### config.mk
export PLATFORM = sky130hd
export DESIGN_NAME = parking_exit_ctrl
export DESIGN_NICKNAME = d
export VERILOG_FILES = /design/src/rtl/parking_pkg.sv /design/src/rtl/exit_token_decoder.sv /design/src/rtl/parking_exit_ctrl.sv
export SDC_FILE = /design/constraint.sdc
export NUM_CORES = 1
export LEC_CHECK = 0
export BUFFER_PORTS_ARGS = -buffer_cell sky130_fd_sc_hd__buf_2
export CAP_MARGIN = 20
export CORE_MARGIN = 4
export CORE_UTILIZATION = 51
export CTS_CLUSTER_DIAMETER = 100
export DETAILED_ROUTE_END_ITERATION = 16
export PLACE_DENSITY = 0.78
export SLEW_MARGIN = 20
export SYNTH_ARGS = -nofsm -noshare
export SYNTH_HDL_FRONTEND = slang
export SYNTH_SLANG_ARGS = --single-unit
### constraint.sdc
create_clock -name clk -period 2.1 [get_ports clk]
set_input_delay 0.21 -clock clk [delete_from_list [all_inputs] [get_ports clk]]
set_output_delay 0.21 -clock clk [all_outputs]
set_load 0.1 [all_outputs]
### src/rtl/parking_pkg.sv
// Shared definitions for the parking exit path: FSM encoding, slot geometry
// and default gate/lockout durations.
package parking_pkg;

   localparam int SLOT_W            = 3;
   localparam int NUM_SLOTS         = 8;
   localparam int GATE_OPEN_DEFAULT = 16;
   localparam int LOCKOUT_DEFAULT   = 64;

   typedef enum logic [2:0] {
      S_IDLE   = 3'd0,
      S_DECODE = 3'd1,
      S_CHECK  = 3'd2,
      S_OPEN   = 3'd3,
      S_LOCK   = 3'd4
   } state_t;

   // Width of a down-counter that must hold (max(a, b) - 1).
   function automatic int cnt_width(input int a, input int b);
      int m;
      m = (a > b) ? a : b;
      return (m < 2) ? 1 : $clog2(m);
   endfunction

endpackage

### src/rtl/exit_token_decoder.sv
// Combinational token decrypt: park number is token XOR pattern, forced to
// zero while not enabled so the result only moves when it is consumed.
module exit_token_decoder
   import parking_pkg::*;
(
   input  logic              en,
   input  logic [SLOT_W-1:0] token,
   input  logic [SLOT_W-1:0] pattern,
   output logic [SLOT_W-1:0] park_number
);

   assign park_number = en ? (token ^ pattern) : '0;

endmodule

### src/rtl/parking_exit_ctrl.sv
// Exit-path sequencer: latch request, decode token, check occupancy, then
// release the slot and hold the gate open. Define PARKING_EXIT_LOCKOUT_EN for reject lockout.
module parking_exit_ctrl
   import parking_pkg::*;
#(
   parameter int GATE_OPEN_CYCLES = GATE_OPEN_DEFAULT,
   parameter int LOCKOUT_CYCLES   = LOCKOUT_DEFAULT
) (
   input  logic                 clk,
   input  logic                 reset,
   input  logic                 exit_req,
   input  logic [SLOT_W-1:0]    token,
   input  logic [SLOT_W-1:0]    pattern,
   input  logic [NUM_SLOTS-1:0] occupied,
   output logic                 busy,
   output logic                 exit_ack,
   output logic                 exit_reject,
   output logic                 free_valid,
   output logic [SLOT_W-1:0]    free_slot,
   output logic                 gate_open,
   output logic                 locked,
   output state_t               state
);

   // One counter serves both the gate hold and the lockout hold.
   localparam int CNT_W = cnt_width(GATE_OPEN_CYCLES, LOCKOUT_CYCLES);
   localparam logic [CNT_W-1:0] GATE_LOAD = CNT_W'(GATE_OPEN_CYCLES - 1);

   state_t            state_n;
   logic [SLOT_W-1:0] token_q, token_n;
   logic [SLOT_W-1:0] pattern_q, pattern_n;
   logic [SLOT_W-1:0] park_q, park_n;
   logic [SLOT_W-1:0] decoded;
   logic [SLOT_W-1:0] slot_n;
   logic [CNT_W-1:0]  cnt, cnt_n;
   logic              ack_n, reject_n, fv_n, gate_n;

`ifdef PARKING_EXIT_LOCKOUT_EN
   localparam logic [CNT_W-1:0] LOCK_LOAD = CNT_W'(LOCKOUT_CYCLES - 1);
   logic [1:0] rej_cnt, rej_n;
   logic       locked_q, locked_n;
   assign locked = locked_q;
`else
   assign locked = 1'b0;
`endif

   exit_token_decoder u_decoder (
      .en          (state == S_DECODE),
      .token       (token_q),
      .pattern     (pattern_q),
      .park_number (decoded)
   );

   assign busy = (state != S_IDLE);

   always_comb begin
      state_n   = state;
      token_n   = token_q;
      pattern_n = pattern_q;
      park_n    = park_q;
      cnt_n     = cnt;
      slot_n    = free_slot;
      gate_n    = gate_open;
      ack_n     = 1'b0;
      reject_n  = 1'b0;
      fv_n      = 1'b0;
`ifdef PARKING_EXIT_LOCKOUT_EN
      rej_n     = rej_cnt;
      locked_n  = locked_q;
`endif
      case (state)
         S_IDLE: begin
            if (exit_req) begin
               token_n   = token;
               pattern_n = pattern;
               state_n   = S_DECODE;
            end
         end
         S_DECODE: begin
            park_n  = decoded;
            state_n = S_CHECK;
         end
         S_CHECK: begin
            if (occupied[park_q]) begin
               ack_n   = 1'b1;
               fv_n    = 1'b1;
               slot_n  = park_q;
               gate_n  = 1'b1;
               cnt_n   = GATE_LOAD;
               state_n = S_OPEN;
`ifdef PARKING_EXIT_LOCKOUT_EN
               rej_n   = 2'd0;
`endif
            end else begin
               reject_n = 1'b1;
               state_n  = S_IDLE;
`ifdef PARKING_EXIT_LOCKOUT_EN
               // Third consecutive reject: this one diverts into lockout.
               if (rej_cnt == 2'd2) begin
                  state_n  = S_LOCK;
                  locked_n = 1'b1;
                  cnt_n    = LOCK_LOAD;
               end else begin
                  rej_n = rej_cnt + 2'd1;
               end
`endif
            end
         end
         S_OPEN: begin
            if (cnt == '0) begin
               gate_n  = 1'b0;
               state_n = S_IDLE;
            end else begin
               cnt_n = cnt - 1'b1;
            end
         end
`ifdef PARKING_EXIT_LOCKOUT_EN
         S_LOCK: begin
            if (cnt == '0) begin
               locked_n = 1'b0;
               rej_n    = 2'd0;
               state_n  = S_IDLE;
            end else begin
               cnt_n = cnt - 1'b1;
            end
         end
`endif
         default: state_n = S_IDLE;
      endcase
   end

   always_ff @(posedge clk) begin
      if (reset) begin
         state       <= S_IDLE;
         token_q     <= '0;
         pattern_q   <= '0;
         park_q      <= '0;
         cnt         <= '0;
         free_slot   <= '0;
         gate_open   <= 1'b0;
         exit_ack    <= 1'b0;
         exit_reject <= 1'b0;
         free_valid  <= 1'b0;
`ifdef PARKING_EXIT_LOCKOUT_EN
         rej_cnt     <= 2'd0;
         locked_q    <= 1'b0;
`endif
      end else begin
         state       <= state_n;
         token_q     <= token_n;
         pattern_q   <= pattern_n;
         park_q      <= park_n;
         cnt         <= cnt_n;
         free_slot   <= slot_n;
         gate_open   <= gate_n;
         exit_ack    <= ack_n;
         exit_reject <= reject_n;
         free_valid  <= fv_n;
`ifdef PARKING_EXIT_LOCKOUT_EN
         rej_cnt     <= rej_n;
         locked_q    <= locked_n;
`endif
      end
   end

endmodule

## Word-level counts from Yosys, hierarchy flattened

Cells that the tools add are included.

| word-level totals | value |
|---|---|
| bits in registers | 24 |
| bits of input ports | 17 |
| word-level logic and storage cells | 44 |

| cells by class | value |
|---|---|
| add/sub/neg operators | 1 |
| magnitude comparators | 1 |
| equal/unequal tests | 7 |
| mux-type cells | 14 |
| bitwise gates (word level) | 2 |
| reduce and logical (&&, ||, !) cells | 10 |

Operators with widths:

| operator | number |
|---|---|
| $mux 6 | 2 |
| $pmux 3 s4 | 1 |
| $pmux 6 s2 | 1 |
| $ne 2x2->1 const B | 4 |
| $eq 3x2->1 const B | 2 |
| $logic_not 6->1 | 1 |
| $mux 3 | 2 |
| $reduce_and 2->1 | 3 |
| $reduce_and 3->1 | 2 |
| $sub 6x1->6 const B | 1 |
| $mux 1 | 5 |
| $lt 3x4->1 const B | 1 |
| $bmux 1 s3 | 1 |
| $eq 3x1->1 const B | 1 |
| $logic_not 3->1 | 1 |
| $reduce_bool 3->1 | 1 |
| $xor 3x3->3 | 1 |
| $mux 2 | 1 |
| $pmux 1 s2 | 1 |
| $reduce_bool 2->1 | 1 |
| $reduce_or 2->1 | 1 |
| $not 1->1 | 1 |

## Depth between registers and ports, before layout

Gate-level depths: netlist of run 1.

| logic depth | value |
|---|---|
| word-level depth | 4 |
| gate-level depth with buffers | 6 |

## Cells and area by module

Synthesis of run 1 repeated with hierarchy kept, for this count alone.

| second synthesis, totals | value |
|---|---|
| cells, all modules | 124 |
| area total of the unflattened synthesis | 1132.3 sq um |

By module, submodules not included:

| module | times used | cells an instance | area an instance (sq um) |
|---|---|---|---|
| parking_exit_ctrl | 1 | 118 | 1087.3 |
| exit_token_decoder | 1 | 6 | 45.0 |

## Least setup slack after synthesis of run 1

OpenSTA, ideal clock, no wires.

| timing path | value |
|---|---|
| path kind | reg2reg |
| start point | register state[1] |
| end point | register cnt[5] |
| library setup time | 0.116 ns |
| arrival time | 2.180 ns |
| required time | 1.984 ns |
| setup slack | -0.196 ns |
| cell stages (with the launch flop) | 5 |
| path buffers | 1 |
| cells stage by stage | dfxtp_1 -> nand2b_1 -> or4_1 -> buf_2 -> a41o_1 |

| between the ends | value |
|---|---|
| longest elaborated chain between the ends | 3 |

RTL lines:

| item | RTL line | text |
|---|---|---|
| from (decl) | parking_exit_ctrl.sv:22 | `output state_t state` |
| from (signal assigned) | parking_exit_ctrl.sv:149 | `state <= state_n;` |
| $eq 3x2->1 | parking_exit_ctrl.sv:71 | `case (state)` |
| $ne 2x2->1 (no source line) / $reduce_bool 2->1 (equally long branches) | -- |  |
| $reduce_and 3->1 (no source line) | -- |  |
| to (signal assigned) | parking_exit_ctrl.sv:153 | `cnt <= cnt_n;` |
| to (decl) | parking_exit_ctrl.sv:35 | `logic [CNT_W-1:0] cnt, cnt_n;` |

Parallel ways exist; a longest one is shown, timed or not.
A chain may end at the register's enable or synchronous reset.

## Final worst setup path of run 1

| timing path | value |
|---|---|
| start point | register park_q[0] |
| end point | register cnt[5] |

| between the ends | value |
|---|---|
| longest elaborated chain between the ends | 4 |

RTL lines:

| item | RTL line | text |
|---|---|---|
| from (decl) | parking_exit_ctrl.sv:32 | `logic [SLOT_W-1:0] park_q, park_n;` |
| from (signal assigned) | parking_exit_ctrl.sv:152 | `park_q <= park_n;` |
| $bmux 1 s3 | parking_exit_ctrl.sv:84 | `if (occupied[park_q]) begin` |
| $mux 1 (not written as such) | parking_exit_ctrl.sv:84 |  |
| $ne 2x2->1 (no source line) | -- |  |
| $reduce_and 3->1 (no source line) | -- |  |

No other way between the ends. The select of a mux whose other input is x is not followed.

==> flow_summary.yaml, run 1 <==
status:
  status: "finished clean"
critical_path:
  criticalPathCategory: "reg2reg"
  crit_arrival_ns: 2.15
  crit_slowest_cell: "or4_1"
  critPathMaxFanout: 8
  path_cells: "mux2i_1, and3_4, or4_1, a41o_1"
  worst_setup_path_end_kind: "flop"
  reg2reg_from: "park_q[0]"
  critPathBufInv: 0
  r2r_cells: 4
  r2r-end: "cnt[5]"
  critical-path-max-stage-delay_ns: 0.67
  required_ns: 2.31
  startpoint_type: "flop"
  crit_start: "park_q[0]"
  rrSetupSlack_ns: 0.16
  cpLargestDelayFamily: "simple AND/OR/NAND/NOR gates"
floorplanning:
  core_area_um2: 2020
  io_pins: 29
  die_width_um: 54.6
  die_area_um2: 2980
  initial_core_util: 0.548
  die_h_um: 54.6
  rows: 16
synth:
  ys_seq_elements: 23
  synth_edf_count: 0
  synth_top_cell_by_area: "dfxtp_1"
  avgSynthCellArea_um2: 9.39
  synth_area_leaders: "dfxtp_1 (42%), mux2i_1 (9.9%), nor2_1 (4.4%)"
  synth.distinct_cells: 38
  synth_ff_type: "dfxtp_1"
  yosysWarnings: 0
  syn-instance-count: 118
  synth-seq-area-share: 0.415
  synth_commonest_cells: "dfxtp_1 (23), nor2_1 (13), mux2i_1 (11)"
  yosys.area.top_type_share: 0.415
  async_reset_ff_frac: 0
  syn_area_um2: 1110
  yosysMostFrequentCell: "dfxtp_1"
routing:
  detail_route.first_pass.iterations: 4
  via_per_inst: 5.40
  wl_per_cell_um: 12.8
  drc: 0
  vias: 918
  dr.first_iter.drc_count: 9
  ant_nets: 0
  wirelength_mm: 2.18
sta:
  finalSetupViolCount: 0
  final.period_utilization: 0.923
  skew_ns: 0.00650
  fin_setup_tns_ns: 0
  hold_viol_final: 0
  rsz0062_at_grt: "false"
  period_needed_ns: 1.94
  max_freq_mhz: 516
  drv_slew: 0
  setup_slack_ns: 0.163
cts:
  postCtsSetupBuffers: 0
  cts.reportedPaths.clkPinSlew_ns: 0.13
  ctsResizeCount: 0
  cts_tree: "yes"
  cts_sinks: 23
  numCtsBuffers: 3
  htree_levels: 1
  ctsHoldBuffers: 0
  clockBufferDepth: 2
  cts-root-buf: "clkbuf_4"
  insertion_delay_ns: 0.31
global_route:
  antenna_found_initial: 0
  grt_pass1_vias: 819
  busiest_layer: "met2"
  met2_usage: 0.285
  gr-usage-all-layers: 0.166
  grt_pass1_wl_mm: 3.55
  grt_use_met1: 0.194
  grt_start_max_net_pins: 21
  grt_overflow: 0
  met3_usage: 0.0599
cells_and_area:
  num-nets-final: 163
  nFillCells: 178
  drive_gt1_frac: 0.294
  antennaDiodeCount: 0
  area_delta_synth_final_pct: 14.6
  final_core_util: 0.628
hold_path:
  holdCritStartpoint: "pattern[1]"
  hold-path-cell-count: 3
  hold-path-endpoint: "pattern_q[1]"
  hold_class: "in2reg"
power:
  p_leak_uw: 0.000513
  p_int_uw: 636
  power_frac_comb: 0.291
  irDropWorstVdd_v: 0.000528
  clockPowerShare: 0.204
  power_switching_uw: 359
  seq_power_share: 0.504
  switching_share: 0.361
  p_per_area_nw_per_um2: 783
  power_uw: 995
placed_design:
  place_ws_ns: 0.172
  dp_hpwl_mm: 1.72
  io_buffers: 26
  gp_congestion: 0.790
flow_run:
  cap_violations: 0
layout by cell type (no fill, tap or decap), types with 2 or more instances in the layout:
cell and instances:
a211oi_1 3, a21oi_1 7, a31oi_1 2, buf_2 26, clkbuf_4 3, conb_1 2
dfxtp_1 21, dfxtp_2 2, ha_1 2, inv_1 5, mux2_2 2, mux2i_1 11
nand2_1 9, nand2b_1 3, nand3_1 2, nor2_1 13, nor3_1 4, o21ai_0 3
xnor2_1 3
routing by layer:
| metal | up-vias | part of all wire | wire, µm |
|---|---|---|---|
| met5 | - | 0 | 0 |
| met1 | 426 | 0.43 | 946 |
| met2 | 25 | 0.50 | 1090 |
| li1 | 465 | - | - |
| met3 | 2 | 0.058 | 126 |
| met4 | 0 | 0.0046 | 10 |
registers in the layout, indices dropped and copies added (netlist names):
signal / flops
cnt: 6
free_slot: 3
park_q: 3
pattern_q: 3
token_q: 3
state: 2
exit_reject: 1
free_valid: 1
gate_open: 1
power by group through the flow:
stage,registers (µW),clock network [µW],logic (µW)
floorplan,554,0,202
global placement,509,0,285
detailed placement,512,0,291
CTS,502,212,292
global route,507,231,314
finish,502,203,290
how the worst max path moves through the flow:
stage | endpoint | slack [ns] | depth (start not counted)
2_1_floorplan | cnt[5] | 0.19 | 4
3_3_place_gp | cnt[5] | 0.26 | 4
3_5_place_dp | cnt[5] | 0.17 | 4
4_1_cts | cnt[5] | 0.14 | 4
5_1_grt | cnt[5] | 0.08 | 4
6_report | cnt[5] | 0.16 | 4
cells by family after synthesis:
family                     after synthesis  share of synthesized area
and+or+nand+nor                         40                      0.192
AOI/OAI and AO/OA                       23                      0.161
DFF                                     23                      0.415
muxes                                   13                      0.120
buffers and inverters                   13                     0.0621
xor gates and xnor gates                 3                     0.0237
adders and majority gates                2                     0.0226
other                                    1                    0.00338
worst min-delay path, cell delays in order:
cell and delay [ns]:
buf_2 0.07, mux2i_1 0.05, nor2_1 0.07
layout make-up:
type                    instances  area, µm²  area share
inverters                       6       22.5      0.0177
repair buffers                 27        138       0.108
flip-flops and latches         23        463       0.365
well taps                      27       33.8      0.0266
clock buffers                   3       22.5      0.0177
multi-input cells              83        583       0.459
clock inverters                 1       7.51     0.00591
stage by stage:
stage	hold slack [ns]	area, µm²	cells
floorplan	0.357	1110	119
global placement	0.442	1240	166
detailed placement	0.452	1240	166
CTS	0.115	1270	170
global route	0.126	1270	170
finish	0.126	1270	170
Power figures use the tool's default switching activity.
==> run 2, diff against run 1 <==
--- a/config.mk
+++ b/config.mk
@@ -15,4 +15,5 @@
 export SLEW_MARGIN = 20
 export SYNTH_ARGS = -nofsm -noshare
 export SYNTH_HDL_FRONTEND = slang
+export SYNTH_HIERARCHICAL = 1
 export SYNTH_SLANG_ARGS = --single-unit
==> run 2 against run 1 <==
Effect of this change: hold slack improved by 0.0040 ns; cell area rose by 0.79%; largest power group unchanged; power fell by 11%; core utilization fell by 0.13 points; flip-flop and latch count did not move; synthesized cell count rose by 5.1%; die area rose by 1.8%; first-iteration DRC count fell by 56%; sequential power fell by 5.4%; fmax rose by 11%; clock skew rose by 0.0044 ns; global-route usage fell by 0.064 points.
==> flow_summary.yaml, run 2 <==
cts:
  clockBufferDepth: 2
  cts.reportedPaths.clkPinSlew_ns: 0.11
  numCtsBuffers: 3
  insertion_delay_ns: 0.32
  cts-root-buf: "clkbuf_4"
  ctsResizeCount: 0
  cts_tree: "yes"
  htree_levels: 1
  cts_sinks: 23
  ctsHoldBuffers: 0
  postCtsSetupBuffers: 0
sta:
  period_needed_ns: 1.74
  max_freq_mhz: 575
  setup_slack_ns: 0.360
  skew_ns: 0.0109
  fin_setup_tns_ns: 0
  slew_headroom: 0.515
  worstMarginPinSlew_ns: 0.722
  final.period_utilization: 0.828
  finalSetupViolCount: 0
  drv_slew: 0
  hold_viol_final: 0
  rsz0062_at_grt: "false"
synth:
  synth_fa_ha_area_frac: 0.0221
  yosysWarnings: 6
  synth-xor-area-share: 0.0232
  synth_edf_count: 0
  syn_area_um2: 1130
  synth_area_leaders: "dfxtp_1 (41%), mux2i_1 (11%), nor2_1 (5.0%)"
  synth_mux_area_frac: 0.148
  synth_commonest_cells: "dfxtp_1 (23), nor2_1 (15), mux2i_1 (13)"
  synth.distinct_cells: 36
  yosys.area.top_type_share: 0.407
  synth_top_cell_by_area: "dfxtp_1"
  avgSynthCellArea_um2: 9.13
  synth-seq-area-share: 0.407
  yosysMostFrequentCell: "dfxtp_1"
  synth_compound_area_frac: 0.116
  synthSimpleGateAreaFrac: 0.214
  synth_top_family_by_area: "simple AND/OR/NAND/NOR gates"
  ys_seq_elements: 23
  synth_ff_type: "dfxtp_1"
  syn-instance-count: 124
  async_reset_ff_frac: 0
cells_and_area:
  regMostFlops: "cnt"
  largest_reg_flops: 6
  multi_input_area_um2: 601
  area_delta_synth_final_pct: 13.0
  nFillCells: 200
  final_cell_mix: "buf_2 (26), dfxtp_1 (21), nor2_1 (15)"
  drive_gt1_frac: 0.284
  antennaDiodeCount: 0
  num-nets-final: 168
  final_core_util: 0.627
  seq_area_um2: 463
  final_common_cell: "buf_2"
floorplanning:
  die_width_um: 55.1
  initial_core_util: 0.555
  rows: 16
  die_h_um: 55.1
  die_area_um2: 3040
  io_pins: 29
  core_area_um2: 2040
power:
  p_leak_uw: 0.000538
  power_frac_comb: 0.235
  power_switching_uw: 291
  switching_share: 0.328
  seq_power_share: 0.535
  irDropWorstVdd_v: 0.000499
  power_uw: 888
  p_int_uw: 597
  clockPowerShare: 0.230
  p_per_area_nw_per_um2: 694
critical_path:
  critPathMaxFanout: 7
  worst_setup_path_end_kind: "flop"
  required_ns: 2.34
  criticalPathCategory: "reg2reg"
  startpoint_type: "flop"
  path_cells: "mux2_4, nor3b_2, nor4_2, mux2i_1"
  cpLargestDelayFamily: "simple AND/OR/NAND/NOR gates"
  crit_slowest_cell: "nor4_2"
  critical-path-max-stage-delay_ns: 0.66
  crit_arrival_ns: 1.98
  critPathBufInv: 0
placed_design:
  place_ws_ns: 0.387
  io_buffers: 26
  gp_congestion: 0.794
  dp_hpwl_mm: 1.65
routing:
  wl_per_cell_um: 12.1
  ant_nets: 0
  drc: 0
  via_per_inst: 5.20
  wirelength_mm: 2.12
  detail_route.first_pass.iterations: 4
  vias: 910
  dr.first_iter.drc_count: 4
flow_run:
  cap_violations: 0
global_route:
  grt_start_max_net_pins: 21
  grt_pass1_wl_mm: 3.48
  grt_pass1_vias: 781
  grt_overflow: 0
  gr-usage-all-layers: 0.165
  antenna_found_initial: 0
status:
  status: "finished clean"
hold_path:
  hold_class: "in2reg"
[run 2: cell count changes in the layout (fill, tap and decap cells not counted), sizes merged, moves of 2 or more]
cell    delta
a211oi     -3
and2       +3
mux2i      +2
nand2      +2
nor2       +2
nor2b      +2
nor3       +2
xnor2      -3
xor2       +3
[run 2: final cells by class]
cell class                      count  area share
Multi-Input combinational cell     89       0.469
Sequential cell                    23       0.362
Timing Repair Buffer               27       0.108
Tap cell                           27      0.0264
Clock buffer                        4      0.0205
Inverter                            5      0.0147
[run 2: metrics by stage]
stage | std cells | cell area [µm²] | hold WS [ns]
after global routing | 175 | 1280 | 0.141
after global placement | 171 | 1250 | 0.440
after floorplan | 125 | 1140 | 0.357
after detailed placement | 171 | 1250 | 0.455
after CTS | 175 | 1280 | 0.129
final | 175 | 1280 | 0.130
[run 2: kinds of logic after synthesis]
group | after synthesis
and+or+nand+nor | 48
DFF | 23
AOI/OAI and AO/OA | 18
muxes | 16
buffers and inverters | 13
xor gates and xnor gates | 3
adders and majority gates | 2
other | 1
[run 2: worst min-delay path: cells and delay by family]
family	cells	cell delay, ns
and+or+nand+nor	1	0.07
buffers and inverters	1	0.08
muxes	1	0.05
[run 2: worst paths after layout]
| path | from | end | slack, ns | cells after the start |
|---|---|---|---|---|
| setup reg to reg | park_q[0] | free_slot[2] | 0.36 | 4 |
| setup / recovery | park_q[0] | free_slot[2] | 0.36 | 4 |
| hold / removal | pattern[0] | pattern_q[0] | 0.13 | 3 |
| hold reg to reg | free_slot[1] | free_slot[1] | 0.47 | 2 |
[run 2: power by group through the flow]
stage | clock [µW] | sequential [µW] | combinational, µW
finish | 204 | 475 | 209
global route | 229 | 480 | 226
CTS | 209 | 475 | 209
detailed placement | 0 | 485 | 208
global placement | 0 | 485 | 205
floorplan | 0 | 519 | 139
[run 2: layer usage]
metal / vias up / share of wire / GRT usage
met5: - / 0 / 0
met4: 0 / 0.011 / 0.0486
met3: 4 / 0.057 / 0.0563
met2: 21 / 0.48 / 0.264
met1: 413 / 0.45 / 0.209
li1: 472 / - / -
==> run 3, diff against run 2 <==
--- a/config.mk
+++ b/config.mk
@@ -8,10 +8,10 @@
 export BUFFER_PORTS_ARGS = -buffer_cell sky130_fd_sc_hd__buf_2
 export CAP_MARGIN = 20
 export CORE_MARGIN = 4
-export CORE_UTILIZATION = 51
+export CORE_UTILIZATION = 46
 export CTS_CLUSTER_DIAMETER = 100
 export DETAILED_ROUTE_END_ITERATION = 16
-export PLACE_DENSITY = 0.78
+export PLACE_DENSITY = 0.75
 export SLEW_MARGIN = 20
 export SYNTH_ARGS = -nofsm -noshare
 export SYNTH_HDL_FRONTEND = slang
==> constraint.sdc (replaced) <==
create_clock -name clk -period 1.5 [get_ports clk]
set_input_delay 0.15 -clock clk [delete_from_list [all_inputs] [get_ports clk]]
set_output_delay 0.15 -clock clk [all_outputs]
set_load 0.1 [all_outputs]
==> run 3 against run 2 <==
Effect of this change: the run now ends with negative setup slack left; non-clock buffer count increased by 12; setup slack got worse by 0.40 ns; cell area grew 16%; combinational power is 67% higher; first-iteration DRC count rose to 4.5 times the previous value; global-route usage down 1.8 points; clock power is 41% higher; critical endpoint is now cnt[1]; highest routed layer unchanged.
==> flow_summary.yaml, run 3 (synthesized netlist as in run 2, its figures left out) <==
floorplanning:
  initial_core_util: 0.498
  io_pins: 29
  die_area_um2: 3320
  rows: 17
  die_width_um: 57.6
  core_area_um2: 2280
  die_h_um: 57.6
critical_path:
  startpoint_type: "flop"
  worst_setup_path_end_kind: "flop"
  required_ns: 1.73
  criticalPathCategory: "reg2reg"
  critPathBufInv: 0
  path_cells: "mux2_4, nor3b_4, or4_4, a221oi_2"
  cpLargestDelayFamily: "simple AND/OR/NAND/NOR gates"
  critical-path-max-stage-delay_ns: 0.55
  crit_arrival_ns: 1.77
  critPathMaxFanout: 7
  crit_slowest_cell: "or4_4"
power:
  p_per_area_nw_per_um2: 876
  p_leak_uw: 0.000626
  irDropWorstVdd_v: 0.000792
routing:
  wirelength_mm: 2.35
  drc: 0
  dr.first_iter.drc_count: 18
  via_per_inst: 5.07
  vias: 954
  ant_nets: 0
  wl_per_cell_um: 12.5
  detail_route.first_pass.iterations: 4
cells_and_area:
  final_cell_mix: "buf_2 (25), dfxtp_1 (17), nor2_1 (15)"
  stdcell_count: 188
  regMostFlops: "cnt"
  num-nets-final: 180
  final_common_cell: "buf_2"
  fin_area_um2: 1480
  multi_input_area_um2: 683
  final_core_util: 0.650
  seq_area_um2: 475
  nFillCells: 189
  area_delta_synth_final_pct: 30.7
  largest_reg_flops: 6
  antennaDiodeCount: 0
  drive_gt1_frac: 0.406
cts:
  insertion_delay_ns: 0.31
  cts.reportedPaths.clkPinSlew_ns: 0.13
  numCtsBuffers: 3
  clockBufferDepth: 2
  ctsHoldBuffers: 0
  cts_sinks: 23
  htree_levels: 1
  cts_tree: "yes"
  cts-root-buf: "clkbuf_4"
sta:
  max_freq_mhz: 651
  finalSetupViolCount: 1
  drv_slew: 0
  setup_slack_ns: -0.0360
  hold_viol_final: 0
  period_needed_ns: 1.54
  fin_hold_ws_ns: 0.0651
  final.period_utilization: 1.02
  rsz0062_at_grt: "true"
  skew_ns: 0.00679
global_route:
  grt_pass1_vias: 900
  gr-usage-all-layers: 0.147
  grt_overflow: 0
  grt_pass1_wl_mm: 3.91
  grt_start_max_net_pins: 20
  antenna_found_initial: 0
placed_design:
  placed_area_um2: 1380
  place_ws_ns: -0.250
  dp_hpwl_mm: 1.80
  io_buffers: 26
  placed_cells: 184
  gp_congestion: 0.783
status:
  status: "complete, but fails checks"
  violations: "negative setup slack"
flow_run:
  cap_violations: 0
hold_path:
  hold_class: "in2reg"
==> run 3: cell types whose count changed in the layout (fill, tap and decap cells not counted), sizes merged <==
cell and delta:
clkinvlp +1, clkbuf -1, buf +12
==> run 3: worst register-to-register path: stages, from the launching register on <==
cell and delay, ns:
dfxtp_4 0.41, mux2_4 0.22, nor3b_4 0.05, or4_4 0.55, a221oi_2 0.23
==> run 3: worst paths after layout <==
path | start | to | cells past startpoint | slack [ns]
setup reg to reg | park_q[0] | cnt[1] | 4 | -0.04
hold reg to reg | gate_open | gate_open | 2 | 0.46
setup / recovery | park_q[0] | cnt[1] | 4 | -0.04
hold / removal | token[2] | token_q[2] | 3 | 0.07
==> run 3: where the power goes <==
part	switching, µW	leakage, µW	internal [µW]
registers	23.0	0.000191	637
logic	220	0.000422	128
clock network	186	0.0000139	102
total	429	0.000626	867
==> run 3: stage by stage <==
stage / setup TNS [ns] / total power, µW
5_1_grt: -0.541 / 1360
6_report: -0.0360 / 1300
3_3_place_gp: -1.06 / 999
3_5_place_dp: -1.66 / 1010
4_1_cts: -0.108 / 1300
2_1_floorplan: -0.0882 / 934
==> run 3: repair_timing <==
item,CTS,global route
setup endpoints to repair,14,14
pin swaps,2,6
buffers inserted,1,0
resized for setup,7,9
==> run 3: per-layer routing <==
layer | global-route usage | vias to the layer above | share of wire
met2 | 0.252 | 19 | 0.50
met4 | 0.0298 | 0 | 0.0055
li1 | - | 496 | -
met1 | 0.186 | 437 | 0.44
met3 | 0.0401 | 2 | 0.053
met5 | 0 | - | 0
==> run 3: cell type report <==
type	instances	share of cell area
clock buffer	3	0.0152
inverter	5	0.0127
timing repair buffer	39	0.161
clock inverter	1	0.00507
tap	28	0.0237
multi-input combinational	89	0.462
sequential	23	0.321
